[config.mk]
export PLATFORM = sky130hd
export DESIGN_NAME = jtag_tap_controller
export DESIGN_NICKNAME = d
export VERILOG_FILES = /design/src/rtl/jtag_pkg.sv /design/src/rtl/jtag_idcode_register.sv /design/src/rtl/jtag_tap_controller.sv
export SDC_FILE = /design/constraint.sdc
export NUM_CORES = 1
export LEC_CHECK = 0
export BUFFER_PORTS_ARGS = -buffer_cell sky130_fd_sc_hd__buf_2
export CAP_MARGIN = 15
export CORE_MARGIN = 5
export CORE_UTILIZATION = 58
export CTS_CLUSTER_DIAMETER = 40
export CTS_CLUSTER_SIZE = 14
export DETAILED_ROUTE_END_ITERATION = 12
export PLACE_DENSITY = 0.9
export SYNTH_ARGS = -nofsm -noshare
export SYNTH_HDL_FRONTEND = slang
export SYNTH_SLANG_ARGS = --single-unit
[constraint.sdc]
create_clock -name TCK -period 2.4 [get_ports TCK]
set_input_delay 0.48 -clock TCK [delete_from_list [all_inputs] [get_ports TCK]]
set_output_delay 0.48 -clock TCK [all_outputs]
set_load 0.02 [all_outputs]
[src/rtl/jtag_pkg.sv]
`default_nettype none
// ============================================================================
//  Module   : jtag_pkg
//  Purpose  : Shared TAP state encoding, opcodes and FSM helpers.
//  Revision : 1.0 - initial release
// ============================================================================
package jtag_pkg;

    localparam int IR_WIDTH     = 4;
    localparam int IDCODE_WIDTH = 32;

    typedef enum logic [3:0] {
        TAP_EX2_DR = 4'h0,
        TAP_EX1_DR = 4'h1,
        TAP_SH_DR  = 4'h2,
        TAP_PAU_DR = 4'h3,
        TAP_SEL_IR = 4'h4,
        TAP_UPD_DR = 4'h5,
        TAP_CAP_DR = 4'h6,
        TAP_SEL_DR = 4'h7,
        TAP_EX2_IR = 4'h8,
        TAP_EX1_IR = 4'h9,
        TAP_SH_IR  = 4'hA,
        TAP_PAU_IR = 4'hB,
        TAP_RTI    = 4'hC,
        TAP_UPD_IR = 4'hD,
        TAP_CAP_IR = 4'hE,
        TAP_TLR    = 4'hF
    } tap_state_e;

    // Aliases consumed by bypass_register
    localparam logic [3:0] CAPTURE_DR = 4'h6;
    localparam logic [3:0] SHIFT_DR   = 4'h2;

    localparam logic [IR_WIDTH-1:0] OP_EXTEST = 4'b0000;
    localparam logic [IR_WIDTH-1:0] OP_IDCODE = 4'b0001;
    localparam logic [IR_WIDTH-1:0] OP_USER   = 4'b0010;
    localparam logic [IR_WIDTH-1:0] OP_BYPASS = 4'b1111;
    localparam logic [IR_WIDTH-1:0] BYPASS    = OP_BYPASS;

    function automatic tap_state_e tap_next(input tap_state_e st, input logic tms);
        tap_state_e nxt;
        nxt = TAP_TLR;
        case (st)
            TAP_TLR:    nxt = tms ? TAP_TLR    : TAP_RTI;
            TAP_RTI:    nxt = tms ? TAP_SEL_DR : TAP_RTI;
            TAP_SEL_DR: nxt = tms ? TAP_SEL_IR : TAP_CAP_DR;
            TAP_CAP_DR: nxt = tms ? TAP_EX1_DR : TAP_SH_DR;
            TAP_SH_DR:  nxt = tms ? TAP_EX1_DR : TAP_SH_DR;
            TAP_EX1_DR: nxt = tms ? TAP_UPD_DR : TAP_PAU_DR;
            TAP_PAU_DR: nxt = tms ? TAP_EX2_DR : TAP_PAU_DR;
            TAP_EX2_DR: nxt = tms ? TAP_UPD_DR : TAP_SH_DR;
            TAP_UPD_DR: nxt = tms ? TAP_SEL_DR : TAP_RTI;
            TAP_SEL_IR: nxt = tms ? TAP_TLR    : TAP_CAP_IR;
            TAP_CAP_IR: nxt = tms ? TAP_EX1_IR : TAP_SH_IR;
            TAP_SH_IR:  nxt = tms ? TAP_EX1_IR : TAP_SH_IR;
            TAP_EX1_IR: nxt = tms ? TAP_UPD_IR : TAP_PAU_IR;
            TAP_PAU_IR: nxt = tms ? TAP_EX2_IR : TAP_PAU_IR;
            TAP_EX2_IR: nxt = tms ? TAP_UPD_IR : TAP_SH_IR;
            TAP_UPD_IR: nxt = tms ? TAP_SEL_DR : TAP_RTI;
            default:    nxt = TAP_TLR;
        endcase
        return nxt;
    endfunction

    // Unimplemented opcodes collapse to BYPASS so the bypass path is always valid
    function automatic logic [IR_WIDTH-1:0] ir_map(input logic [IR_WIDTH-1:0] raw);
        logic [IR_WIDTH-1:0] op;
        case (raw)
            OP_EXTEST, OP_IDCODE, OP_USER: op = raw;
            default:                       op = OP_BYPASS;
        endcase
        return op;
    endfunction

endpackage
`default_nettype wire

[src/rtl/jtag_idcode_register.sv]
`default_nettype none
// ============================================================================
//  Module   : jtag_idcode_register
//  Purpose  : 32-bit IDCODE data register, capture/shift LSB first.
//  Revision : 1.0 - initial release
// ============================================================================
module jtag_idcode_register
    import jtag_pkg::*;
#(
    parameter logic [IDCODE_WIDTH-1:0] IDCODE_VALUE = 32'h1A2B_3C4D
) (
    input  logic TCK,
    input  logic TRST,
    input  logic i_capture,
    input  logic i_shift,
    input  logic i_tdi,
    output logic o_tdo
);

    logic [IDCODE_WIDTH-1:0] id_sr_q;
    logic [IDCODE_WIDTH-1:0] id_sr_d;

    always_comb begin
        id_sr_d = id_sr_q;
        if (i_capture) begin
            id_sr_d = IDCODE_VALUE;
        end else if (i_shift) begin
            id_sr_d = {i_tdi, id_sr_q[IDCODE_WIDTH-1:1]};
        end
    end

    always_ff @(posedge TCK or posedge TRST) begin
        if (TRST) begin
            id_sr_q <= IDCODE_VALUE;
        end else begin
            id_sr_q <= id_sr_d;
        end
    end

    assign o_tdo = id_sr_q[0];

endmodule
`default_nettype wire

[src/rtl/jtag_tap_controller.sv]
`default_nettype none
// ============================================================================
//  Module   : jtag_tap_controller
//  Purpose  : 1149.1 TAP FSM, 4-bit IR, IDCODE DR and negedge TDO mux.
//  Revision : 1.0 - initial release
// ============================================================================
module jtag_tap_controller
    import jtag_pkg::*;
#(
    parameter logic [IDCODE_WIDTH-1:0] IDCODE_VALUE = 32'h1A2B_3C4D
) (
    input  logic                TCK,
    input  logic                TRST,
    input  logic                TMS,
    input  logic                TDI,
    input  logic                bypass_tdo,
    input  logic                user_tdo,
    output logic [3:0]          tap_state,
    output logic [IR_WIDTH-1:0] IR,
    output logic                capture_dr,
    output logic                shift_dr,
    output logic                update_dr,
    output logic                TDO,
    output logic                TDO_EN
);

    tap_state_e          state_q, state_d;
    logic [IR_WIDTH-1:0] ir_q, ir_d;
    logic [IR_WIDTH-1:0] ir_sr_q, ir_sr_d;
    logic                tdo_q, tdo_d;
    logic                tdo_en_q, tdo_en_d;
    logic                w_id_tdo;
    logic                w_id_capture;
    logic                w_id_shift;

    always_comb begin
        state_d = tap_next(state_q, TMS);

        ir_sr_d = ir_sr_q;
        if (state_q == TAP_CAP_IR) begin
            ir_sr_d = 4'b0101;
        end else if (state_q == TAP_SH_IR) begin
            ir_sr_d = {TDI, ir_sr_q[IR_WIDTH-1:1]};
        end

        // Entering or holding Test-Logic-Reset forces IDCODE, like TRST
        ir_d = ir_q;
        if (state_d == TAP_TLR) begin
            ir_d = OP_IDCODE;
        end else if (state_q == TAP_UPD_IR) begin
            ir_d = ir_map(ir_sr_q);
        end
    end

    always_ff @(posedge TCK or posedge TRST) begin
        if (TRST) begin
            state_q <= TAP_TLR;
            ir_q    <= OP_IDCODE;
            ir_sr_q <= 4'b0101;
        end else begin
            state_q <= state_d;
            ir_q    <= ir_d;
            ir_sr_q <= ir_sr_d;
        end
    end

    assign w_id_capture = (state_q == TAP_CAP_DR) && (ir_q == OP_IDCODE);
    assign w_id_shift   = (state_q == TAP_SH_DR)  && (ir_q == OP_IDCODE);

    jtag_idcode_register #(
        .IDCODE_VALUE (IDCODE_VALUE)
    ) u_idcode (
        .TCK       (TCK),
        .TRST      (TRST),
        .i_capture (w_id_capture),
        .i_shift   (w_id_shift),
        .i_tdi     (TDI),
        .o_tdo     (w_id_tdo)
    );

    always_comb begin
        tdo_d    = 1'b0;
        tdo_en_d = 1'b0;
        if (state_q == TAP_SH_IR) begin
            tdo_d    = ir_sr_q[0];
            tdo_en_d = 1'b1;
        end else if (state_q == TAP_SH_DR) begin
            tdo_en_d = 1'b1;
            case (ir_q)
                OP_IDCODE:         tdo_d = w_id_tdo;
                OP_EXTEST, OP_USER: tdo_d = user_tdo;
                default:           tdo_d = bypass_tdo;
            endcase
        end
    end

    // TDO launches on the falling edge so the receiver samples mid-bit
    always_ff @(negedge TCK or posedge TRST) begin
        if (TRST) begin
            tdo_q    <= 1'b0;
            tdo_en_q <= 1'b0;
        end else begin
            tdo_q    <= tdo_d;
            tdo_en_q <= tdo_en_d;
        end
    end

    assign tap_state  = state_q;
    assign IR         = ir_q;
    assign capture_dr = (state_q == TAP_CAP_DR);
    assign shift_dr   = (state_q == TAP_SH_DR);
    assign update_dr  = (state_q == TAP_UPD_DR);
    assign TDO        = tdo_q;
    assign TDO_EN     = tdo_en_q;

endmodule
`default_nettype wire

# ---- After elaboration in Yosys (flattened, before gate mapping)
# Cells that the tools add are included.
dict set report op_classes {
  eq_ne 20
  mux 25
  reduce_logical 13
}
# operator n
set op_table {}
lappend op_table {{$mux 32} 2}
lappend op_table {{$pmux 4 s12} 1}
lappend op_table {{$eq 4x4->1 const B} 9}
lappend op_table {{$mux 4} 6}
lappend op_table {{$eq 4x2->1 const B} 4}
lappend op_table {{$eq 4x3->1 const B} 4}
lappend op_table {{$eq 4x1->1 const B} 3}
lappend op_table {{$logic_not 4->1} 3}
lappend op_table {{$mux 2} 6}
lappend op_table {{$mux 3} 4}
lappend op_table {{$reduce_bool 2->1} 3}
lappend op_table {{$reduce_or 2->1} 3}
lappend op_table {{$reduce_or 3->1} 2}
lappend op_table {{$mux 1} 5}
lappend op_table {{$logic_and 1x1->1} 2}
lappend op_table {{$pmux 1 s2} 1}
dict set report word_totals {
  ff_bits 46
  in_bits 6
  output_inout_bits 13
  elab_cells 64
}

# ---- Longest topological paths before layout
# Gate-level depths: netlist of run 1.
dict set report depth {
  word_depth 5
  depth_mapped 5
  mapped_depth_nobuf 3
}

# ---- Hierarchy
# Synthesis of run 1 repeated with hierarchy kept, for this count alone.
dict set report hier_totals {
  hier_cells 185
  hier_area_um2 2104.5
}
# module n_inst cells_each area_per_inst_um2 seq_area_each_um2
set modules_own_cells {}
lappend modules_own_cells {jtag_idcode_register 1 105 1348.8 819.5}
lappend modules_own_cells {jtag_tap_controller 1 80 755.7 359.1}

==> parameters.txt, run 1 <==
Parameter                              Value

Yosys
  Number of library cell types mapped by synthesis    34
  Total of flip-flops plus latches after synthesis    46
  Post-synthesis instance area    2200 um^2
  Cell types occupying the most area after synthesis    sky130_fd_sc_hd__dfstp_2, sky130_fd_sc_hd__dfrtp_1, sky130_fd_sc_hd__mux2_4
  Count of synthesis-stage warnings from yosys    0
  Syn nets    203
  Fraction of the yosys area taken by sequential cells    53.5%
  Cell taking the most area after synthesis    sky130_fd_sc_hd__dfstp_2
  Fraction of synthesized cell area taken by the top area cell type    26.2%
  Mean area per synthesized cell    11.2 um^2
  Mapped Cells    197

Floorplan
  Initial standard-cell utilization of the core    60.2%
  FP Rows    22
  Vertical die dimension    71.6 um
  Full die area    5130 um^2
  Io pins    19
  Total core area    3660 um^2
  Width of the die    71.6 um

Detailed routing
  Detailed-route vias per instance    5.37
  Wire length reported by the detailed router    3830 um
  # DRC    0
  Drt initial violations    99
  1st-pass router iterations    5
  Routed length per instance    14.1 um
  Routed vias    1454
  Remaining number of nets flagged by the antenna check after routing    0

Worst setup path
  Slowest CP cell    sky130_fd_sc_hd__dfrtn_1
  Crit. path cell count    1
  Startpoint-to-endpoint class of the critical path    reg -> out
  Top fanout value on the critical path    1
  Worst path max stage delay    410 ps
  Flop-to-flop setup slack    0 ps
  Worst path bufs/invs    1
  WP data arrival    2020 ps
  Number of cells on the worst reg-to-reg path    3
  Endpoint of the worst setup timing path    TDO
  Critical Path End Type    output port
  Required time at the worst-slack endpoint    1920 ps
  Reg-to-reg critical path endpoint    TDO$_DFF_NP0_
  Worst Setup Start Kind    flip-flop
  Crit path launch    TDO$_DFF_NP0_
  Top delay family on crit path    flip-flops
  Beginning of the worst register-to-register path    IR[1]$_DFFE_PP0P_
  Critical path, cell by cell    buf_6

Clocking
  CTS clock-pin slew for the worst setup and hold paths    90 ps
  Maximum count of clock buffers along a single path    2
  Clock latency of the later-clocked register in the worst-skew pair    310 ps
  TritonCTS sink count    46
  Number of CTS-inserted buffers    5
  Buffer cell driving the clock tree root    sky130_fd_sc_hd__clkbuf_8
  Post-CTS Hold Fix Bufs    0
  Clock tree from TritonCTS    yes
  H-tree level count    2

Power
  Leakage    1.31 nW
  Highest ir drop seen on vdd    0.000686 V
  Power density of the placed cells    1260 nW/um^2

Min path
  Class of the worst hold path    in -> async

Timing
  Setup repair after global routing missed its margin    yes
  Worst-case headroom to the max-slew limit    65.7%
  Number of max-slew violations in the final report    0
  Final setup violation count    2
  Worst Slack Setup Final    -105 ps
  Clock Skews    10.3 ps
  Final hold violations    0
  Worst Hold Margin    344 ps
  Slew @ Worst Pin    514 ps

Layout
  Final layout net count    228
  Inserted Diodes    0
  Share of post-route cells with drive strength above 1    37.2%
  Most common library cell in the layout ignoring fill and taps    sky130_fd_sc_hd__nor2_1
  Leading cell types in the layout, fill and taps excluded    sky130_fd_sc_hd__nor2_1, sky130_fd_sc_hd__dfstp_2, sky130_fd_sc_hd__dfrtp_1
  Layout overhead on the synthesized area    13.5%
  Final Non-Filler Cells    271

Placed design
  Pre-CTS worst setup slack    3.33 ps
  Port-buffer cells    18
  Post-Place Cells    261
  Final estimated routing congestion in global placement    0.822
  Half-perimeter wire length after detailed placement    2390 um

Global routing
  Initial antenna violation count    0
  Number of global-route vias before repair    1408
  Leftover overflow at the end of global routing    0
  Wire length of the first global-routing pass    6670 um
  Maximum number of pins on one net before global-route repair    46
  GRT Util Overall    16.8%

Run status
  Failing checks    negative setup slack
  Outcome    finished, violations left

Flow run
  Number of max-cap violations    0
==> tightest hold or removal path: cells and delay by family <==
family / cells / cell delay, ps
buffers and inverters: 3 / 620
==> power breakdown <==
group | leakage [nW] | switching (W) | internal, W
Sequential | 0.555 | 0.000181 | 0.00120
Clock | 0.0441 | 0.000272 | 0.000205
Combinational | 0.712 | 0.000711 | 0.000579
Total | 1.31 | 0.00116 | 0.00199
==> repair_timing <==
action,4_1_cts,5_1_grt
resized for setup,4,4
setup endpoints to repair,3,4
pin swaps,0,1
buffers inserted,1,1
==> metal layers <==
metal  wire (um)  vias to the layer above  track usage, %  share of wire [%]
li1            -                      700               -                  -
met1        1730                      718            22.8                 45
met2        1920                       30            24.8                 50
met3         117                        6            4.21                3.1
met4          56                        0            8.77                1.5
met5           0                        -               0                  0
==> stage by stage <==
step	cell area, um^2	util, %	setup TNS, ps	total power (W)
after CTS	2470	67.5	-214	0.00310
after global routing	2500	68.3	-316	0.00339
after detailed placement	2360	64.5	0	0.00260
after global placement	2360	64.5	0	0.00253
after floorplan	2210	-	-84.1	0.00227
final	2500	68.3	-202	0.00315
==> cells in the mapped netlist, drive strengths merged <==
| cell type | n |
|---|---|
| nand3 | 1 |
| buf | 4 |
| nand3b | 2 |
| a221o | 1 |
| mux2 | 18 |
| nand4b | 1 |
| or3 | 2 |
| or4b | 1 |
| nor2 | 29 |
| nor3 | 2 |
| a211oi | 2 |
| nor4 | 2 |
| o21bai | 1 |
| and4b | 1 |
| o21ai | 7 |
| o311a | 1 |
| o22ai | 1 |
| inv | 18 |
| dfrtp | 22 |
| a211o | 1 |
| clkbuf | 8 |
| nand2b | 5 |
| nand2 | 11 |
| dfstp | 22 |
| nor3b | 2 |
| mux2i | 15 |
| a21oi | 4 |
| nor2b | 10 |
| o2bb2ai | 1 |
| dfrtn | 2 |
==> how the worst min path moves through the flow <==
stage	startpoint	end	slack, ps	cells after the start
2_1_floorplan	u_idcode.id_sr_q[11]$_DFFE_PP1P_	u_idcode.id_sr_q[11]$_DFFE_PP1P_	450	2
3_3_place_gp	u_idcode.id_sr_q[11]$_DFFE_PP1P_	u_idcode.id_sr_q[11]$_DFFE_PP1P_	460	2
3_5_place_dp	u_idcode.id_sr_q[11]$_DFFE_PP1P_	u_idcode.id_sr_q[11]$_DFFE_PP1P_	460	2
4_1_cts	TRST	u_idcode.id_sr_q[4]$_DFFE_PP0P_	370	3
5_1_grt	TRST	u_idcode.id_sr_q[4]$_DFFE_PP0P_	410	3
6_report	TRST	u_idcode.id_sr_q[4]$_DFFE_PP0P_	340	3
==> cell type report <==
cell class / instances / area (um^2)
clock buffer: 5 / 68.8
clock inverter: 3 / 21.3
fill: 248 / 1160
inverter: 18 / 71.3
multi-input combinational: 121 / 892
sequential: 46 / 1180
tap: 48 / 60.1
timing repair buffer: 30 / 209
==> state kept, by name, summed over array words and instances (netlist names) <==
name / count
IR: 4
TDO: 1
tap_state: 4
TDO_EN: 1
ir_sr_q: 4
u_idcode.id_sr_q: 32
==> cell families (layout without fill, tap and decap cells) <==
| kind of cell | count (synthesis) | after routing | synth area share (%) |
|---|---|---|---|
| and+or+nand+nor | 69 | 69 | 15.6 |
| DFF | 46 | 46 | 53.5 |
| muxes | 33 | 33 | 18.6 |
| buffers and inverters | 30 | 56 | 6.87 |
| AOI/OAI and AO/OA | 19 | 19 | 5.51 |
Power figures use the tool's default switching activity.
==> run 2: changes to the inputs <==
--- a/config.mk
+++ b/config.mk
@@ -16,3 +16,4 @@
 export SYNTH_ARGS = -nofsm -noshare
 export SYNTH_HDL_FRONTEND = slang
 export SYNTH_SLANG_ARGS = --single-unit
+export TNS_END_PERCENT = 1
==> run 2 against run 1 <==
Net effect:
- the flow still finishes with violations (negative setup slack)
- design area fell by 1.8%
- worst hold slack worse by 190 ps
- clock power down 6.3%
- register-to-register slack about the same
- die area stayed put
- via count decreased by 3.9%
- utilization down 1.2 points
- first-iteration DRC count is 41% lower
- critical path type unchanged
- clock skew shrank 4.5 ps
- flip-flop and latch count is the same
- critical path depth unchanged
- sequential power about the same
==> parameters.txt, run 2 (synthesized netlist as in run 1, its figures left out) <==
Parameter                              Value

Worst setup path
  Worst path max stage delay    400 ps
  Top fanout value on the critical path    1
  Startpoint-to-endpoint class of the critical path    reg -> out
  Flop-to-flop setup slack    0 ps
  Worst path bufs/invs    1
  Slowest CP cell    sky130_fd_sc_hd__dfrtn_1
  Top delay family on crit path    flip-flops
  Critical path, cell by cell    buf_6
  Worst Setup Start Kind    flip-flop
  WP data arrival    2010 ps
  Number of cells on the worst reg-to-reg path    3
  Required time at the worst-slack endpoint    1920 ps
  Reg-to-reg critical path endpoint    TDO$_DFF_NP0_
  Beginning of the worst register-to-register path    IR[0]$_DFFE_PP1P_
  Critical Path End Type    output port

Detailed routing
  Drt initial violations    58
  Routed vias    1398
  Remaining number of nets flagged by the antenna check after routing    0
  1st-pass router iterations    4
  # DRC    0
  Wire length reported by the detailed router    3610 um
  Detailed-route vias per instance    5.24
  Routed length per instance    13.5 um

Clocking
  Maximum count of clock buffers along a single path    2
  Buffer cell driving the clock tree root    sky130_fd_sc_hd__clkbuf_8
  H-tree level count    2
  Post-CTS setup repair buffer count    0
  Clock latency of the later-clocked register in the worst-skew pair    290 ps
  Clock tree from TritonCTS    yes
  CTS clock-pin slew for the worst setup and hold paths    80 ps
  Number of CTS-inserted buffers    5
  TritonCTS sink count    46
  Post-CTS Hold Fix Bufs    0

Min path
  Class of the worst hold path    in -> async

Placed design
  Port-buffer cells    18
  Pre-CTS worst setup slack    3.56 ps
  Half-perimeter wire length after detailed placement    2400 um
  Final estimated routing congestion in global placement    0.801

Timing
  Total Neg Setup Slack    -177 ps
  Slew @ Worst Pin    356 ps
  Final setup violation count    3
  Worst Slack Setup Final    -91.2 ps
  Worst Hold Margin    150 ps
  Worst-case headroom to the max-slew limit    76.2%
  Number of max-slew violations in the final report    0
  Final hold violations    0
  Clock Skews    5.77 ps
  Setup repair after global routing missed its margin    yes

Layout
  Leading cell types in the layout, fill and taps excluded    sky130_fd_sc_hd__nor2_1, sky130_fd_sc_hd__dfstp_2, sky130_fd_sc_hd__dfrtp_1
  Most common library cell in the layout ignoring fill and taps    sky130_fd_sc_hd__nor2_1
  Layout overhead on the synthesized area    11.5%
  Share of post-route cells with drive strength above 1    34.2%
  Max FFs per register    32
  Top reg by flops    u_idcode.id_sr_q
  Final layout net count    224
  Inserted Diodes    0

Flow run
  Number of max-cap violations    0

Run status
  Failing checks    negative setup slack
  Outcome    finished, violations left

Global routing
  Initial antenna violation count    0
  Maximum number of pins on one net before global-route repair    46
  Leftover overflow at the end of global routing    0
  Wire length of the first global-routing pass    6320 um
  GRT Util Overall    15.7%
  Number of global-route vias before repair    1401

Power
  Highest ir drop seen on vdd    0.000580 V
  Overall power    0.00304 W
  Power density of the placed cells    1240 nW/um^2
  Leakage    1.29 nW

Floorplan
  Initial standard-cell utilization of the core    60.2%
  Io pins    19
  FP Rows    22
  Total core area    3660 um^2
  Full die area    5130 um^2
  Width of the die    71.6 um
  Vertical die dimension    71.6 um
-- run 2: changes by cell type in the layout (fill, tap and decap cells not counted), sizes merged --
| cell | delta |
|---|---|
| buf | -4 |
| clkbuf | +3 |
| clkinv | -2 |
| clkinvlp | -1 |
-- run 2: worst max path at each step --
stage,to,cells after the start,from
5_1_grt,TDO_EN,1,TDO_EN$_DFF_NP0_
3_3_place_gp,TDO$_DFF_NP0_,3,IR[0]$_DFFE_PP1P_
2_1_floorplan,TDO$_DFF_NP0_,4,tap_state[2]$_DFF_PP1_
6_report,TDO,1,TDO$_DFF_NP0_
3_5_place_dp,TDO$_DFF_NP0_,3,IR[0]$_DFFE_PP1P_
4_1_cts,TDO,1,TDO$_DFF_NP0_
-- run 2: report_power, final --
| group | switching [W] | internal [W] | total [W] |
|---|---|---|---|
| sequential | 0.000191 | 0.00120 | 0.00139 |
| clock | 0.000240 | 0.000207 | 0.000447 |
| combinational | 0.000669 | 0.000537 | 0.00121 |
| total | 0.00110 | 0.00195 | 0.00304 |
-- run 2: layout make-up --
cell class,instances,area (um^2)
multi-input combinational,121,887
clock buffer,8,80.1
inverter,18,71.3
sequential,46,1180
fill,273,1200
tap,48,60.1
timing repair buffer,26,179
-- run 2: metrics by stage --
stage,utilization (%),cell area [um^2],cells
after floorplan,-,2210,197
final,67.1,2460,267
after CTS,66.6,2440,267
after detailed placement,64.1,2350,259
after global routing,67.1,2460,267
after global placement,64.1,2350,259
-- run 2: metal layers --
layer / GRT usage [%] / part of all wire (%)
met1: 20.2 / 46
met2: 25.7 / 48
met3: 2.95 / 3.6
met4: 6.89 / 1.8
met5: 0 / 0
-- run 2: timing repair --
action,4_1_cts,5_1_grt
gates resized for setup,4,3
setup endpoints to repair,3,4
pin swaps,0,1
==> run 3: changes to the inputs <==
--- a/config.mk
+++ b/config.mk
@@ -12,7 +12,7 @@
 export CTS_CLUSTER_DIAMETER = 40
 export CTS_CLUSTER_SIZE = 14
 export DETAILED_ROUTE_END_ITERATION = 12
-export PLACE_DENSITY = 0.9
+export PLACE_DENSITY = 0.78
 export SYNTH_ARGS = -nofsm -noshare
 export SYNTH_HDL_FRONTEND = slang
 export SYNTH_SLANG_ARGS = --single-unit
==> run 3 against run 2 <==
Net effect:
- setup slack got worse by 21 ps
- the run still ends with negative setup slack left
- register-to-register slack worse by 20 ps
- non-clock buffer count did not move
- combinational power about the same
- wire length up 4.4%
- utilization up 0.82 points
- sequential share of layout area is 0.58 points lower
- design area grew 1.2%
- critical path depth stayed put
- sequential power is essentially flat
==> parameters.txt, run 3 (synthesized netlist as in run 1, its figures left out) <==
Parameter                              Value

Worst setup path
  Worst path bufs/invs    1
  Slowest CP cell    sky130_fd_sc_hd__dfrtn_1
  Worst path max stage delay    420 ps
  Critical Path End Type    output port
  Required time at the worst-slack endpoint    1920 ps
  WP data arrival    2030 ps
  Worst Setup Start Kind    flip-flop
  Top delay family on crit path    flip-flops
  Top fanout value on the critical path    1
  Critical path, cell by cell    buf_6
  Startpoint-to-endpoint class of the critical path    reg -> out

Layout
  Most common library cell in the layout ignoring fill and taps    sky130_fd_sc_hd__nor2_1
  Fill cell count    260
  Top reg by flops    u_idcode.id_sr_q
  Inserted Diodes    0
  Summed area of non-filler cells in the final layout    2490 um^2
  Max FFs per register    32
  Multi-input combinational cell area    887 um^2
  Sequential Area    1180 um^2
  Layout overhead on the synthesized area    12.8%
  Leading cell types in the layout, fill and taps excluded    sky130_fd_sc_hd__nor2_1, sky130_fd_sc_hd__dfstp_2, sky130_fd_sc_hd__dfrtp_1
  Share of post-route cells with drive strength above 1    35.6%
  Final layout net count    224

Power
  Leakage    1.30 nW
  Highest ir drop seen on vdd    0.000793 V
  Fraction of power consumed by the clock network    17.1%
  Internal power    0.00202 W
  Sequential fraction of design power    44.9%
  Power density of the placed cells    1260 nW/um^2
  NetSw    0.00111 W
  Switching Share    35.4%
  Part of the total power dissipated in combinational logic    38.0%
  Overall power    0.00313 W

Timing
  Clock Skews    5.30 ps
  Final setup violation count    3
  Total Neg Setup Slack    -237 ps
  Number of max-slew violations in the final report    0
  Setup repair after global routing missed its margin    yes
  Worst-case headroom to the max-slew limit    70.5%
  Final hold violations    0
  Worst Slack Setup Final    -113 ps
  Slew @ Worst Pin    442 ps

Detailed routing
  Wire length reported by the detailed router    3760 um
  Drt initial violations    65
  Remaining number of nets flagged by the antenna check after routing    0
  Routed vias    1427
  Routed length per instance    14.1 um
  Detailed-route vias per instance    5.34
  # DRC    0
  1st-pass router iterations    4

Placed design
  Final estimated routing congestion in global placement    0.813
  Half-perimeter wire length after detailed placement    2540 um
  Placement-stage cell area    2350 um^2
  Port-buffer cells    18

Clocking
  CTS clock-pin slew for the worst setup and hold paths    80 ps
  Clock latency of the later-clocked register in the worst-skew pair    290 ps
  Clock tree from TritonCTS    yes
  Buffer cell driving the clock tree root    sky130_fd_sc_hd__clkbuf_8
  H-tree level count    2
  Maximum count of clock buffers along a single path    2
  Post-CTS Hold Fix Bufs    0
  TritonCTS sink count    46
  Number of CTS-inserted buffers    5

Floorplan
  Io pins    19
  Initial standard-cell utilization of the core    60.2%
  Width of the die    71.6 um
  Vertical die dimension    71.6 um
  FP Rows    22
  Total core area    3660 um^2
  Full die area    5130 um^2

Global routing
  Wire length of the first global-routing pass    6760 um
  Initial antenna violation count    0
  Number of global-route vias before repair    1507
  Maximum number of pins on one net before global-route repair    46
  Leftover overflow at the end of global routing    0
  GRT Util Overall    16.8%

Run status
  Failing checks    negative setup slack
  Outcome    finished, violations left

Flow run
  Number of max-cap violations    0

Min path
  Class of the worst hold path    in -> async
-- run 3: cell types whose count changed in the layout (fill, tap and decap cells not counted) --
| cell | before | now |
|---|---|---|
| sky130_fd_sc_hd__clkbuf_1 | 3 | 0 |
| sky130_fd_sc_hd__clkbuf_8 | 5 | 8 |
-- run 3: area by class of cell --
cell class	instances	area share, %
Sequential cell	46	47.4
Inverter	18	2.87
Multi-Input combinational cell	121	35.7
Tap cell	48	2.42
Timing Repair Buffer	26	7.20
Clock buffer	8	4.43
-- run 3: per-layer routing --
layer	global-route usage [%]	vias to the layer above	part of all wire [%]
met4	8.35	0	2.6
met3	4.77	11	4.7
met2	25.4	38	47
met5	0	-	0
li1	-	688	-
met1	22.1	690	46
-- run 3: per-stage QoR --
step                      hold WS, ps  cells  worst slack, ps  util (%)
after floorplan                   448    197             -178         -
after global placement            417    259             17.8      64.1
after detailed placement          429    259            -47.3      64.1
after CTS                         108    267             -126      67.8
after global routing              106    267             -148      67.9
final                             113    267             -113      67.9
-- run 3: worst paths after layout --
kind | start | endpoint | slack [ps] | cells past startpoint
min reg2reg | u_idcode.id_sr_q[12]$_DFFE_PP1P_ | u_idcode.id_sr_q[12]$_DFFE_PP1P_ | 470 | 2
min in group TCK | u_idcode.id_sr_q[12]$_DFFE_PP1P_ | u_idcode.id_sr_q[12]$_DFFE_PP1P_ | 470 | 2
max reg2reg | IR[0]$_DFFE_PP1P_ | TDO$_DFF_NP0_ | -20 | 3
max | TDO_EN$_DFF_NP0_ | TDO_EN | -110 | 1
min | TRST | IR[1]$_DFFE_PP0P_ | 110 | 2
max in group asynchronous | TRST | TDO$_DFF_NP0_ | 1000 | 2
-- run 3: power by group through the flow --
stage	clock [W]	combinational (W)	sequential (W)
after global routing	0.000592	0.00133	0.00144
after floorplan	0	0.000817	0.00145
after detailed placement	0	0.00116	0.00141
final	0.000534	0.00119	0.00140
after global placement	0	0.00110	0.00139
after CTS	0.000551	0.00119	0.00140
-- run 3: what timing repair did --
item,4_1_cts,5_1_grt
setup buffers,0,0
setup endpoints to repair,3,4
resized for setup,6,1
pin swaps,1,0
